[src/rtl/audio_pkg.sv]
// Shared audio widths, saturation limits and the 16-bit sample type.
package audio_pkg;
  localparam int SAMPLE_W = 16;
  localparam int MIX_W    = 19;
  localparam int CODEC_W  = 32;

  localparam logic [SAMPLE_W-1:0] SAT_MAX = 16'h7FFF;
  localparam logic [SAMPLE_W-1:0] SAT_MIN = 16'h8000;

  typedef logic signed [SAMPLE_W-1:0] sample_t;
endpackage

[src/rtl/sample_fifo.sv]
// Small synchronous sample FIFO: registered pointers/count, head visible
// combinationally on dout. A push into a full FIFO is accepted only when a
// pop happens in the same cycle; a pop of an empty FIFO is ignored.
module sample_fifo
  import audio_pkg::*;
#(
  parameter int DEPTH = 8
) (
  input  logic    CLOCK_50,
  input  logic    resetn,
  input  logic    push,
  input  logic    pop,
  input  sample_t din,
  output sample_t dout,
  output logic    full,
  output logic    empty
);
  localparam int AW = $clog2(DEPTH);

  sample_t           mem [DEPTH];
  logic [AW-1:0]     wr_q, rd_q;
  logic [AW:0]       cnt_q;
  logic              pop_en, push_en;

  assign full    = (cnt_q == (AW+1)'(DEPTH));
  assign empty   = (cnt_q == '0);
  assign pop_en  = pop && !empty;
  assign push_en = push && (!full || pop_en);
  assign dout    = mem[rd_q];

  // Pointers wrap naturally; count tracks occupancy 0..DEPTH.
  always_ff @(posedge CLOCK_50 or negedge resetn) begin
    if (!resetn) begin
      wr_q  <= '0;
      rd_q  <= '0;
      cnt_q <= '0;
    end else begin
      if (push_en) wr_q <= wr_q + 1'b1;
      if (pop_en)  rd_q <= rd_q + 1'b1;
      case ({push_en, pop_en})
        2'b10:   cnt_q <= cnt_q + 1'b1;
        2'b01:   cnt_q <= cnt_q - 1'b1;
        default: cnt_q <= cnt_q;
      endcase
    end
  end

  // Storage array; contents are meaningless while empty, so no reset.
  always_ff @(posedge CLOCK_50) begin
    if (push_en) mem[wr_q] <= din;
  end
endmodule

[src/rtl/mix_output_stage.sv]
// Mixer output stage: attenuate, saturate to 16 bits, buffer, and hand
// mono samples to the codec with a write/allowed handshake. Also drives a
// clip LED with hold timer and a saturating overrun counter.
module mix_output_stage
  import audio_pkg::*;
#(
  parameter int IN_W       = MIX_W,
  parameter int FIFO_DEPTH = 8,
  parameter int CLIP_HOLD  = 5000000
) (
  input  logic               CLOCK_50,
  input  logic               resetn,
  input  logic [IN_W-1:0]    mix_in,
  input  logic               mix_valid,
  input  logic [1:0]         atten,
  input  logic               audio_out_allowed,
  output logic               write_audio_out,
  output logic [CODEC_W-1:0] left_channel_audio_out,
  output logic [CODEC_W-1:0] right_channel_audio_out,
  output logic               clip_led,
  output logic [7:0]         overrun_count
);
  localparam int TW = $clog2(CLIP_HOLD + 1);
  localparam logic signed [IN_W-1:0] POS_LIM = IN_W'(32'sd32767);
  localparam logic signed [IN_W-1:0] NEG_LIM = IN_W'(-32'sd32768);

  logic signed [IN_W-1:0] s1_q;
  logic                   v1_q, v2_q;
  sample_t                smp2_q, smp2_d;
  logic                   clip2_q, clip2_d;
  logic [TW-1:0]          tmr_q;
  logic                   led_q;
  logic                   wr_q;
  logic [CODEC_W-1:0]     chan_q;
  logic [7:0]             ovr_q;

  sample_t fifo_dout;
  logic    fifo_full, fifo_empty, pop, push, overrun;

  // Stage 1: arithmetic right shift keeps the sign of the mix sum.
  always_ff @(posedge CLOCK_50 or negedge resetn) begin
    if (!resetn) begin
      s1_q <= '0;
      v1_q <= 1'b0;
    end else begin
      s1_q <= $signed(mix_in) >>> atten;
      v1_q <= mix_valid;
    end
  end

  // Clamp the scaled value into the signed 16-bit sample range.
  always_comb begin
    smp2_d  = s1_q[SAMPLE_W-1:0];
    clip2_d = 1'b0;
    if (s1_q > POS_LIM) begin
      smp2_d  = SAT_MAX;
      clip2_d = 1'b1;
    end else if (s1_q < NEG_LIM) begin
      smp2_d  = SAT_MIN;
      clip2_d = 1'b1;
    end
  end

  // Stage 2: register the saturated sample and its clip flag.
  always_ff @(posedge CLOCK_50 or negedge resetn) begin
    if (!resetn) begin
      smp2_q  <= '0;
      clip2_q <= 1'b0;
      v2_q    <= 1'b0;
    end else begin
      smp2_q  <= smp2_d;
      clip2_q <= clip2_d;
      v2_q    <= v1_q;
    end
  end

  // Pop depends only on registered occupancy, so a fresh push into an
  // empty FIFO can never be popped in the same cycle.
  assign pop     = !fifo_empty && audio_out_allowed;
  assign push    = v2_q && (!fifo_full || pop);
  assign overrun = v2_q && fifo_full && !pop;

  sample_fifo #(.DEPTH(FIFO_DEPTH)) u_fifo (
    .CLOCK_50 (CLOCK_50),
    .resetn   (resetn),
    .push     (push),
    .pop      (pop),
    .din      (smp2_q),
    .dout     (fifo_dout),
    .full     (fifo_full),
    .empty    (fifo_empty)
  );

  // Clip hold timer: every clip reloads, otherwise count down to zero.
  always_ff @(posedge CLOCK_50 or negedge resetn) begin
    if (!resetn) begin
      tmr_q <= '0;
      led_q <= 1'b0;
    end else begin
      if (v2_q && clip2_q)  tmr_q <= TW'(CLIP_HOLD - 1);
      else if (tmr_q != '0) tmr_q <= tmr_q - 1'b1;
      led_q <= (tmr_q != '0);
    end
  end

  // Codec handshake: one write strobe per pop; channel data holds between.
  always_ff @(posedge CLOCK_50 or negedge resetn) begin
    if (!resetn) begin
      wr_q   <= 1'b0;
      chan_q <= '0;
    end else begin
      wr_q <= pop;
      if (pop) chan_q <= {fifo_dout, 16'h0000};
    end
  end

  // Dropped-sample counter, sticks at 255.
  always_ff @(posedge CLOCK_50 or negedge resetn) begin
    if (!resetn)                      ovr_q <= '0;
    else if (overrun && ovr_q != 8'hFF) ovr_q <= ovr_q + 1'b1;
  end

  assign write_audio_out         = wr_q;
  assign left_channel_audio_out  = chan_q;
  assign right_channel_audio_out = chan_q;
  assign clip_led                = led_q;
  assign overrun_count           = ovr_q;
endmodule

[config.mk]
export PLATFORM = sky130hd
export DESIGN_NAME = mix_output_stage
export DESIGN_NICKNAME = d
export VERILOG_FILES = /design/src/rtl/audio_pkg.sv /design/src/rtl/sample_fifo.sv /design/src/rtl/mix_output_stage.sv
export SDC_FILE = /design/constraint.sdc
export NUM_CORES = 1
export LEC_CHECK = 0
export ABC_AREA = 1
export CAP_MARGIN = 0
export CORE_AREA = 10 10 148 205
export DETAILED_ROUTE_END_ITERATION = 12
export DIE_AREA = 0 0 158 215
export GPL_ROUTABILITY_DRIVEN = 1
export MAX_ROUTING_LAYER = met4
export PLACE_DENSITY = 0.63
export REMOVE_ABC_BUFFERS = 1
export SYNTH_ARGS = -nofsm -noshare
export SYNTH_HDL_FRONTEND = slang
export SYNTH_SLANG_ARGS = --single-unit
[constraint.sdc]
create_clock -name CLOCK_50 -period 3.1 [get_ports CLOCK_50]
set_input_delay 0.465 -clock CLOCK_50 [delete_from_list [all_inputs] [get_ports CLOCK_50]]
set_output_delay 0.465 -clock CLOCK_50 [all_outputs]
set_load 0.01 [all_outputs]
==> results of run 1 <==
## state kept, by name, indices dropped and copies added (netlist names), 3 cells and up
signal,count
u_fifo.wr_q,3
left_channel_audio_out,16
tmr_q,23
u_fifo.cnt_q,4
s1_q,19
u_fifo.rd_q,3
u_fifo.mem,128
overrun_count,8
smp2_q,16
## stage by stage
| step | std cells | setup slack (ps) | utilization, % | instance area (um^2) |
|---|---|---|---|---|
| floorplan | 897 | 709 | - | 9520 |
| global placement | 1308 | 595 | 40.5 | 10700 |
| detailed placement | 1308 | 523 | 40.5 | 10700 |
| CTS | 1348 | 850 | 43.4 | 11500 |
| global route | 1348 | 714 | 43.4 | 11500 |
| finish | 1348 | 887 | 43.4 | 11500 |
## layout make-up
class	count	area [um^2]	area share, %
inverters	55	211	1.83
well taps	328	410	3.56
clock inverters	15	163	1.41
multi-input cells	617	3040	26.4
repair buffers	83	811	7.03
flip-flops and latches	225	6270	54.4
clock buffers	25	626	5.42
## logic make-up (layout without fill, tap and decap cells)
group / after synthesis / count (layout) / synth area share (%)
adder cells (fa/ha/maj): 8 / 8 / 1.00
AO/OA/AOI/OAI: 149 / 149 / 8.69
AND/OR/NAND/NOR: 405 / 405 / 17.5
other: 1 / 32 / 0.0376
buffers and inverters: 139 / 178 / 7.69
multiplexers: 9 / 9 / 0.917
XOR/XNOR: 14 / 14 / 1.23
flip-flops: 225 / 225 / 62.9
## metal layers
layer  track usage (%)  wire length, um  vias up
li1                  -                -     3224
met1              13.6             8220     3005
met2              20.7             9850      140
met3              1.78              795       33
met4              4.43              544        0
met5                 -                0        -
## cells in the mapped netlist, types with 3 or more instances
cell type,n
nand2_1,158
nor2_1,156
edfxtp_1,128
dfrtp_1,97
o21ai_0,94
buf_4,53
nand3_1,52
inv_1,51
o211ai_1,35
buf_2,17
a21oi_1,13
nor2_2,11
xor2_1,11
clkbuf_1,8
ha_1,8
mux2i_1,8
nand2_2,7
nand4_1,7
clkbuf_2,3
nand3b_1,3
xnor2_1,3
## critical path: cells and delay by family, from the launching register on
kind,cells,cell delay (ps)
AOI/OAI and AO/OA,2,250
xor gates and xnor gates,1,190
adders and majority gates,2,460
and+or+nand+nor,5,700
buffers and inverters,1,60
DFF,1,440
## report_power, final
| part | switching (mW) | internal (mW) | leakage, nW | total (mW) |
|---|---|---|---|---|
| combinational | 1.52 | 1.02 | 1.91 | 2.54 |
| sequential | 0.273 | 3.68 | 2.30 | 3.95 |
| clock | 1.14 | 1.65 | 0.379 | 2.79 |
| total | 2.94 | 6.34 | 4.59 | 9.28 |
## final timing paths
path | startpoint | endpoint | slack, ps | cells past startpoint
max | u_fifo.cnt_q[1] | u_fifo.cnt_q[2] | 890 | 11
min | resetn | s1_q[18] | 1 | 1
max in group asynchronous | resetn | u_fifo.rd_q[1] | 2400 | 2
min in group CLOCK_50 | v1_q | v2_q | 350 | 0
min reg2reg | v1_q | v2_q | 350 | 0
max reg2reg | u_fifo.cnt_q[1] | u_fifo.cnt_q[2] | 890 | 11
==> summary.txt, run 1 <==
Clock network
  – CTS clk-pin slew, worst paths: 70 ps
  – Sink Count: 225
  – Total CTS buffers: 22
  – Post-cts sizing count: 0
  – CTS tree: yes
  – CTS max path bufs: 3
  – Htree depth: 1
  – Worst-Skew Late Latency: 500 ps
  – # hold bufs at CTS: 0
  – # Post-CTS Setup Buffers: 0
  – Root buf cell: clkbuf_16

Timing
  – Final hold violations: 0
  – Setup TNS: 0 ps
  – Fin Clk Skew: 9.40 ps
  – Max Freq: 452 MHz
  – Max-slew violations: 0
  – Hold slack: 1.13 ps
  – Final setup vio count: 0
  – RSZ-0062 raised after global routing: no
  – Slew @ Worst Pin: 701 ps
  – Min Tclk post-route: 2210 ps
  – Max-slew headroom: 53.1%
  – Tcrit/Tclk final: 71.4%

Worst setup path
  – CP Data Required Time: 3490 ps
  – Cell mode on critical path: ha_1
  – Worst Path Max Fanout: 19
  – Setup CP Type: reg -> reg
  – CP max stage delay: 440 ps
  – Critical-path cell list: nor2_2 > nand3_1 > nand2_4 > inv_2 > ha_1 > xor2_1 > ha_1 > a21oi_1 > nor2_1 > nand3b_1 > o21a_1
  – Crit path capture type: flip-flop
  – Worst Setup Start Kind: flip-flop
  – WP data arrival: 2600 ps
  – Slowest-stage cell, CP: dfrtp_1

Synthesis
  – Flops & latches, synth: 225
  – Ranking of synthesized cells by area: edfxtp_1 (39%), dfrtp_1 (24%), nand2_1 (6.0%), nor2_1 (5.9%), o21ai_0 (4.7%)
  – Share of the synthesized area in the top cell type: 38.6%
  – Mapped Cells: 950
  – Async SR Flop Fraction: 43.1%
  – Mean post-synth cell area: 10.5 um^2
  – Netlist cell types: 43
  – Netlist Area Pre-Place: 0.00996 mm^2
  – Synth Flop Type: edfxtp_1
  – Post-synthesis sequential area ratio: 62.9%
  – Post-synth EDFFs: 128
  – Ys Warns: 0
  – Yosys top cell by area: edfxtp_1

Floorplan
  – DIE WIDTH: 158 um
  – Num ports: 99
  – CORE AREA: 0.0266 mm^2
  – Starting Density: 37.5%
  – FP Rows: 71
  – Die area: 0.0340 mm^2
  – Die Span Y: 215 um

Route
  – Drt wl/cell: 14.4 um
  – Via count: 6,402
  – Drt first-iter violations: 405
  – Routed wire length: 19,400 um
  – DRC: 0
  – Drt via density: 4.75
  – Final ANT Viol Nets: 0
  – DR pass1 iterations: 5

Run status
  – Status: finished, final reports clean

Pwr
  – Pwr/cell area: 805 mW/mm^2
  – PnR Total Power: 9.28 mW
  – Leak Pwr: 4.59 nW
  – Maximum vdd ir drop: 0.453 mV

Final layout
  – Synth-to-layout area growth: 15.8%
  – Share of cells above drive strength 1: 9.02%
  – Most frequent cells in the layout: nand2_1 (158), nor2_1 (156), edfxtp_1 (128)
  – Layout Nets: 1,037
  – Fillers: 2,456
  – Diode count: 0
  – Commonest non-fill, non-tap cell in the layout: nand2_1

GRT
  – Largest net degree at the start of global routing: 67
  – Total grt overflow: 0
  – First-pass GRT wire length: 32,300 um
  – Initial antenna violation count: 0
  – Vias in the first global route: 6,496
  – GRT Util Overall: 11.9%

Place
  – RePlAce Congestion: 0.847
  – DP HPWL: 13,300 um
  – PortBufs: 66

Flow run
  – Maxcap violations: 0

Hold path
  – HP Class: in -> async
No activity file was read; power rests on OpenSTA's default activity.
==> run 2, diff against run 1 <==
==> constraint.sdc (replaced) <==
create_clock -name CLOCK_50 -period 2.11 [get_ports CLOCK_50]
set_input_delay 0.3165 -clock CLOCK_50 [delete_from_list [all_inputs] [get_ports CLOCK_50]]
set_output_delay 0.3165 -clock CLOCK_50 [all_outputs]
set_load 0.01 [all_outputs]
==> run 2 against run 1 <==
Sequential cell count unchanged. Via count is 2.1% higher. Core utilization grew 0.70 points. First-iteration DRC count down 4.7%.
==> summary.txt, run 2 (synthesized netlist as in run 1, its figures left out) <==
Timing
  – Fin Clk Skew: 14.1 ps (+4.75 ps)
  – Max Freq: 513 MHz (+14%)
  – Tcrit/Tclk final: 92.4% (+21 points)
  – Max-slew headroom: 62.9% (+9.8 points)
  – Final hold violations: 0 (unchanged)
  – Final setup vio count: 0 (unchanged)
  – Min Tclk post-route: 1950 ps (-265 ps)
  – Slew @ Worst Pin: 557 ps (-145 ps)
  – Worst setup margin: 161 ps (-725 ps)
  – Max-slew violations: 0 (unchanged)

Final layout
  – Share of cells above drive strength 1: 10.4% (+1.4 points)
  – Design Area, Final: 0.0117 mm^2 (+1.6%)
  – Largest register FFs: 128 (unchanged)
  – Top flop regs: u_fifo.mem x128, tmr_q x23, s1_q x19
  – Most frequent cells in the layout: nand2_1 (158), nor2_1 (156), edfxtp_1 (128)
  – Commonest non-fill, non-tap cell in the layout: nand2_1
  – Synth-to-layout area growth: 17.6%
  – Most flops, register: u_fifo.mem
  – Diode count: 0 (unchanged)
  – Layout Nets: 1,057 (+1.9%)

GRT
  – Total grt overflow: 0 (unchanged)
  – First-pass GRT wire length: 33,900 um (+4.9%)
  – Initial antenna violation count: 0 (unchanged)
  – GRT Util Overall: 12.5% (+0.58 points)
  – Largest net degree at the start of global routing: 67 (unchanged)
  – Vias in the first global route: 6,789 (+4.5%)

Worst setup path
  – Crit path capture type: flip-flop
  – Worst setup path start: u_fifo.cnt_q[1]
  – Worst Path Max Fanout: 5 (-14)
  – R2R Path End: u_fifo.cnt_q[2]
  – RR Startpoint: u_fifo.cnt_q[1]
  – Worst Setup Start Kind: flip-flop
  – Reg2Reg Depth: 11 (unchanged)
  – CP Data Required Time: 2510 ps (-980 ps)
  – Worst R2R Setup Slack: 160 ps (-730 ps)
  – WP data arrival: 2340 ps (-260 ps)
  – Setup CP Type: reg -> reg

Clock network
  – CTS clk-pin slew, worst paths: 70 ps (about the same)
  – Worst-Skew Late Latency: 500 ps (about the same)
  – CTS max path bufs: 3 (unchanged)
  – # Post-CTS Setup Buffers: 0 (unchanged)
  – CTS tree: yes
  – Total CTS buffers: 22 (unchanged)
  – Htree depth: 1 (unchanged)
  – Sink Count: 225 (unchanged)
  – Root buf cell: clkbuf_16

Route
  – Drt wl/cell: 15.1 um (+5.1%)
  – DRC: 0 (unchanged)
  – Routed wire length: 20,700 um (+6.6%)
  – Drt first-iter violations: 386 (-4.7%)
  – Final ANT Viol Nets: 0 (unchanged)
  – Drt via density: 4.78 (+0.63%)
  – DR pass1 iterations: 5 (unchanged)
  – Via count: 6,538 (+2.1%)

Floorplan
  – Starting Density: 37.5% (unchanged)
  – Die area: 0.0340 mm^2 (unchanged)
  – Num ports: 99 (unchanged)
  – FP Rows: 71 (unchanged)
  – CORE AREA: 0.0266 mm^2 (unchanged)
  – DIE WIDTH: 158 um (unchanged)
  – Die Span Y: 215 um (unchanged)

Place
  – Placed cell area: 0.0110 mm^2 (+1.9%)
  – DP HPWL: 14,500 um (+8.7%)
  – RePlAce Congestion: 0.862 (+1.7%)
  – Place WS: -110 ps (-633 ps)
  – PortBufs: 66 (unchanged)

Pwr
  – Logic pwr share: 28.7% (+1.3 points)
  – Pwr/cell area: 1180 mW/mm^2 (+46%)
  – Switching portion of total power: 31.4% (-0.24 points)
  – Clk pwr share: 29.0% (-1.1 points)
  – Cell Int Power: 9.44 mW (+49%)
  – Leak Pwr: 4.70 nW (+2.3%)
  – NetSw: 4.33 mW (+47%)
  – PnR Total Power: 13.8 mW (+48%)
  – Maximum vdd ir drop: 0.594 mV (+31%)
  – Flop pwr share: 42.3% (-0.3 points)

Run status
  – Status: finished, final reports clean

Hold path
  – HP Class: in -> async

Flow run
  – Maxcap violations: 0 (unchanged)
==> run 2: changes by cell type in the layout (fill, tap and decap cells not counted), sizes merged <==
| cell | change |
|---|---|
| dlygate4sd3 | +1 |
| clkbuf | +6 |
| inv | -2 |
| clkinvlp | -2 |
| buf | +19 |
| clkinv | -2 |
==> run 2: stage by stage <==
step	utilization [%]	TNS, ps	hold WS [ps]	std cells
finish	44.1	0	196	1368
global placement	41.2	-1920	169	1327
global route	44.1	-3.87	217	1368
CTS	44.1	0	196	1368
detailed placement	41.2	-3180	170	1327
floorplan	-	-4390	20.9	897
==> run 2: area by class of cell <==
class / count / area [um^2]
clock buffers: 31 / 647
clock inverters: 9 / 105
fillers: 2436 / 14800
inverters: 55 / 211
multi-input cells: 617 / 3050
flip-flops and latches: 225 / 6270
well taps: 328 / 410
repair buffers: 103 / 1030
==> run 2: power by group through the flow <==
stage / registers (mW) / clock network, mW / logic, mW
3_3_place_gp: 5.90 / 0 / 3.91
2_1_floorplan: 6.19 / 0 / 1.75
5_1_grt: 5.92 / 4.28 / 4.42
3_5_place_dp: 5.93 / 0 / 3.98
6_report: 5.83 / 4.00 / 3.95
4_1_cts: 5.84 / 4.09 / 4.00
==> run 2: layer usage <==
layer / vias up / wire length (um) / part of all wire, % / track usage, %
li1: 3269 / - / - / -
met1: 3094 / 8960 / 43 / 14.8
met2: 142 / 10500 / 50 / 21.3
met3: 33 / 751 / 3.6 / 1.70
met4: 0 / 537 / 2.6 / 4.24
met5: - / 0 / 0 / -
==> run 2: how the worst max path moves through the flow <==
stage,depth (start not counted),to,slack (ps)
4_1_cts,11,u_fifo.cnt_q[2],120
3_5_place_dp,11,u_fifo.cnt_q[2],-110
5_1_grt,11,u_fifo.cnt_q[2],-4
3_3_place_gp,11,u_fifo.cnt_q[2],-70
6_report,11,u_fifo.cnt_q[2],160
2_1_floorplan,5,left_channel_audio_out[30],-280
==> run 2: what timing repair did <==
item,4_1_cts,5_1_grt
setup endpoints to repair,0,1
gates resized for setup,0,2
endpoints found under the hold margin,97,0
hold buffers,1,0
==> run 2: worst max-delay path, cell delays in order (launching register included) <==
cell,delay [ps]
dfrtp_2,440
nor2_2,160
nand3_2,100
nand2_4,70
inv_2,40
ha_1,210
xor2_1,160
ha_1,180
a21oi_1,150
nor2_1,70
nand3b_1,160
o21a_1,110
==> run 3, diff against run 2 <==
==> constraint.sdc (replaced) <==
create_clock -name CLOCK_50 -period 2 [get_ports CLOCK_50]
set_input_delay 0.3 -clock CLOCK_50 [delete_from_list [all_inputs] [get_ports CLOCK_50]]
set_output_delay 0.3 -clock CLOCK_50 [all_outputs]
set_load 0.01 [all_outputs]
==> run 3 against run 2 <==
Hold slack better by 88 ps. Register-to-register slack hardly changed. Critical path depth stayed put. Wire length is 0.17% higher. Sequential share of layout area is 0.18 points lower. Clock power is 6.0% higher. Largest power group unchanged. Highest routed layer unchanged.
==> summary.txt, run 3 (synthesized netlist as in run 1, its figures left out) <==
GRT
  – Largest net degree at the start of global routing: 67 (unchanged)
  – Global Route met3 Usage: 1.52% (-0.18 points)
  – Global route hottest layer: met2
  – Total grt overflow: 0 (unchanged)
  – GRT Util Overall: 12.5% (-0.024 points)
  – Met2 usage: 22.0% (+0.76 points)
  – First-pass GRT wire length: 33,900 um (-0.14%)
  – Vias in the first global route: 6,744 (-0.66%)
  – Met1 usage: 14.4% (-0.40 points)
  – Initial antenna violation count: 0 (unchanged)

Route
  – Final ANT Viol Nets: 0 (unchanged)
  – DRC: 0 (unchanged)
  – DR pass1 iterations: 5 (unchanged)
  – Drt first-iter violations: 349 (-9.6%)
  – Via count: 6,642 (+1.6%)
  – Drt via density: 4.84 (+1.3%)
  – Drt wl/cell: 15.1 um (-0.12%)
  – Routed wire length: 20,700 um (+0.17%)

Hold path
  – HP Class: in -> reg

Clock network
  – CTS tree: yes
  – # Post-CTS Setup Buffers: 0 (unchanged)
  – Worst-Skew Late Latency: 500 ps (about the same)
  – Total CTS buffers: 22 (unchanged)
  – Root buf cell: clkbuf_16
  – Sink Count: 225 (unchanged)
  – Htree depth: 1 (unchanged)
  – CTS clk-pin slew, worst paths: 70 ps (about the same)
  – CTS max path bufs: 3 (unchanged)

Flow run
  – Maxcap violations: 0 (unchanged)

Worst setup path
  – CP Data Required Time: 2390 ps (-120 ps)
  – Top delay family on crit path: flip-flops
  – CP max stage delay: 440 ps (about the same)
  – WP data arrival: 2240 ps (-100 ps)
  – Critical-path cell list: inv_1 > nand3_2 > nand2_4 > inv_2 > ha_1 > xor2_1 > ha_1 > a21oi_2 > nor2_1 > nand3b_1 > o21a_1
  – Worst Path Max Fanout: 4 (-1)
  – Slowest-stage cell, CP: dfrtp_1
  – Crit path capture type: flip-flop
  – Worst Setup Start Kind: flip-flop
  – Cell mode on critical path: ha_1
  – Setup CP Type: reg -> reg
  – Critical path buffer and inverter count: 2 (+1)

Final layout
  – Synth-to-layout area growth: 18.0%
  – Share of cells above drive strength 1: 10.7% (+0.34 points)
  – Commonest non-fill, non-tap cell in the layout: nand2_1
  – Largest register FFs: 128 (unchanged)
  – Top flop regs: u_fifo.mem x128, tmr_q x23, s1_q x19
  – Most flops, register: u_fifo.mem
  – Layout Nets: 1,061 (+0.38%)
  – Most frequent cells in the layout: nand2_1 (158), nor2_1 (156), edfxtp_1 (128)
  – Fin util: 44.3% (+0.14 points)
  – Diode count: 0 (unchanged)

Pwr
  – PnR Total Power: 14.6 mW (+5.9%)
  – Pwr/cell area: 1240 mW/mm^2 (+5.6%)
  – Maximum vdd ir drop: 0.510 mV (-14%)
  – Leak Pwr: 4.72 nW (+0.43%)

Timing
  – Fin Clk Skew: 16.6 ps (+2.42 ps)
  – Max-slew headroom: 62.4% (-0.45 points)
  – Max-slew violations: 0 (unchanged)
  – Final hold violations: 0 (unchanged)
  – RSZ-0062 raised after global routing: no
  – Min Tclk post-route: 1840 ps (-106 ps)
  – Worst setup margin: 157 ps (-4.35 ps)
  – Tcrit/Tclk final: 92.1% (-0.20 points)
  – Max Freq: 543 MHz (+5.7%)
  – Slew @ Worst Pin: 563 ps (+6.69 ps)
  – Final setup vio count: 0 (unchanged)

Place
  – Place WS: -172 ps (-62.1 ps)
  – RePlAce Congestion: 0.855 (-0.74%)
  – PortBufs: 66 (unchanged)
  – DP HPWL: 14,800 um (+2.0%)

Floorplan
  – Num ports: 99 (unchanged)
  – CORE AREA: 0.0266 mm^2 (unchanged)
  – DIE WIDTH: 158 um (unchanged)
  – Die Span Y: 215 um (unchanged)
  – Die area: 0.0340 mm^2 (unchanged)
  – Starting Density: 37.5% (unchanged)
  – FP Rows: 71 (unchanged)

Run status
  – Status: finished, final reports clean
-- run 3: cell count changes in the layout (fill, tap and decap cells not counted) --
cell	change
clkinv_2	-1
clkbuf_16	+1
xor2_1	-1
buf_12	-1
xor2_2	+1
dfrtp_2	-1
inv_6	-1
clkbuf_8	-1
a21oi_1	-1
clkinv_4	+1
buf_4	+5
clkinv_1	+1
dfrtp_1	+1
a21oi_2	+1
-- run 3: layer usage --
layer | vias to the layer above | wire length, um
li1 | 3283 | -
met1 | 3184 | 8690
met2 | 138 | 10900
met3 | 37 | 676
met4 | 0 | 435
met5 | - | 0
-- run 3: power breakdown --
part	switching, mW	internal, mW	total (mW)
Combinational	2.42	1.76	4.18
Sequential	0.458	5.70	6.16
Clock	1.68	2.57	4.24
Total	4.56	10.0	14.6
-- run 3: cell type report --
| class | count | area, um^2 |
|---|---|---|
| Clock inverter | 9 | 104 |
| Clock buffer | 31 | 658 |
| Inverter | 55 | 211 |
| Sequential cell | 225 | 6270 |
| Multi-Input combinational cell | 617 | 3060 |
| Tap cell | 328 | 410 |
| Fill cell | 2510 | 14800 |
| Timing Repair Buffer | 107 | 1040 |
-- run 3: final timing paths --
kind / start / endpoint / slack, ps / cells after the start
min in group asynchronous: resetn / s1_q[15] / 290 / 2
max in group asynchronous: resetn / left_channel_audio_out[18] / 1100 / 3
max reg2reg: u_fifo.cnt_q[2] / u_fifo.cnt_q[2] / 160 / 11
min: mix_valid / v1_q / 280 / 1
min reg2reg: v1_q / v2_q / 350 / 0
max: u_fifo.cnt_q[2] / u_fifo.cnt_q[2] / 160 / 11
-- run 3: through the flow --
stage / std cells / setup TNS, ps / cell area (um^2) / hold WS, ps
final: 1372 / 0 / 11800 / 284
after global routing: 1372 / 0 / 11800 / 260
after CTS: 1372 / 0 / 11700 / 270
after detailed placement: 1331 / -11980 / 11000 / 276
after global placement: 1331 / -9910 / 11000 / 269
after floorplan: 897 / -8160 / 9520 / 4.41
-- run 3: what timing repair did --
action,4_1_cts,5_1_grt
hold buffers,1,0
endpoints found under the hold margin,30,0
endpoints found under the setup margin,0,2
resized for setup,0,3
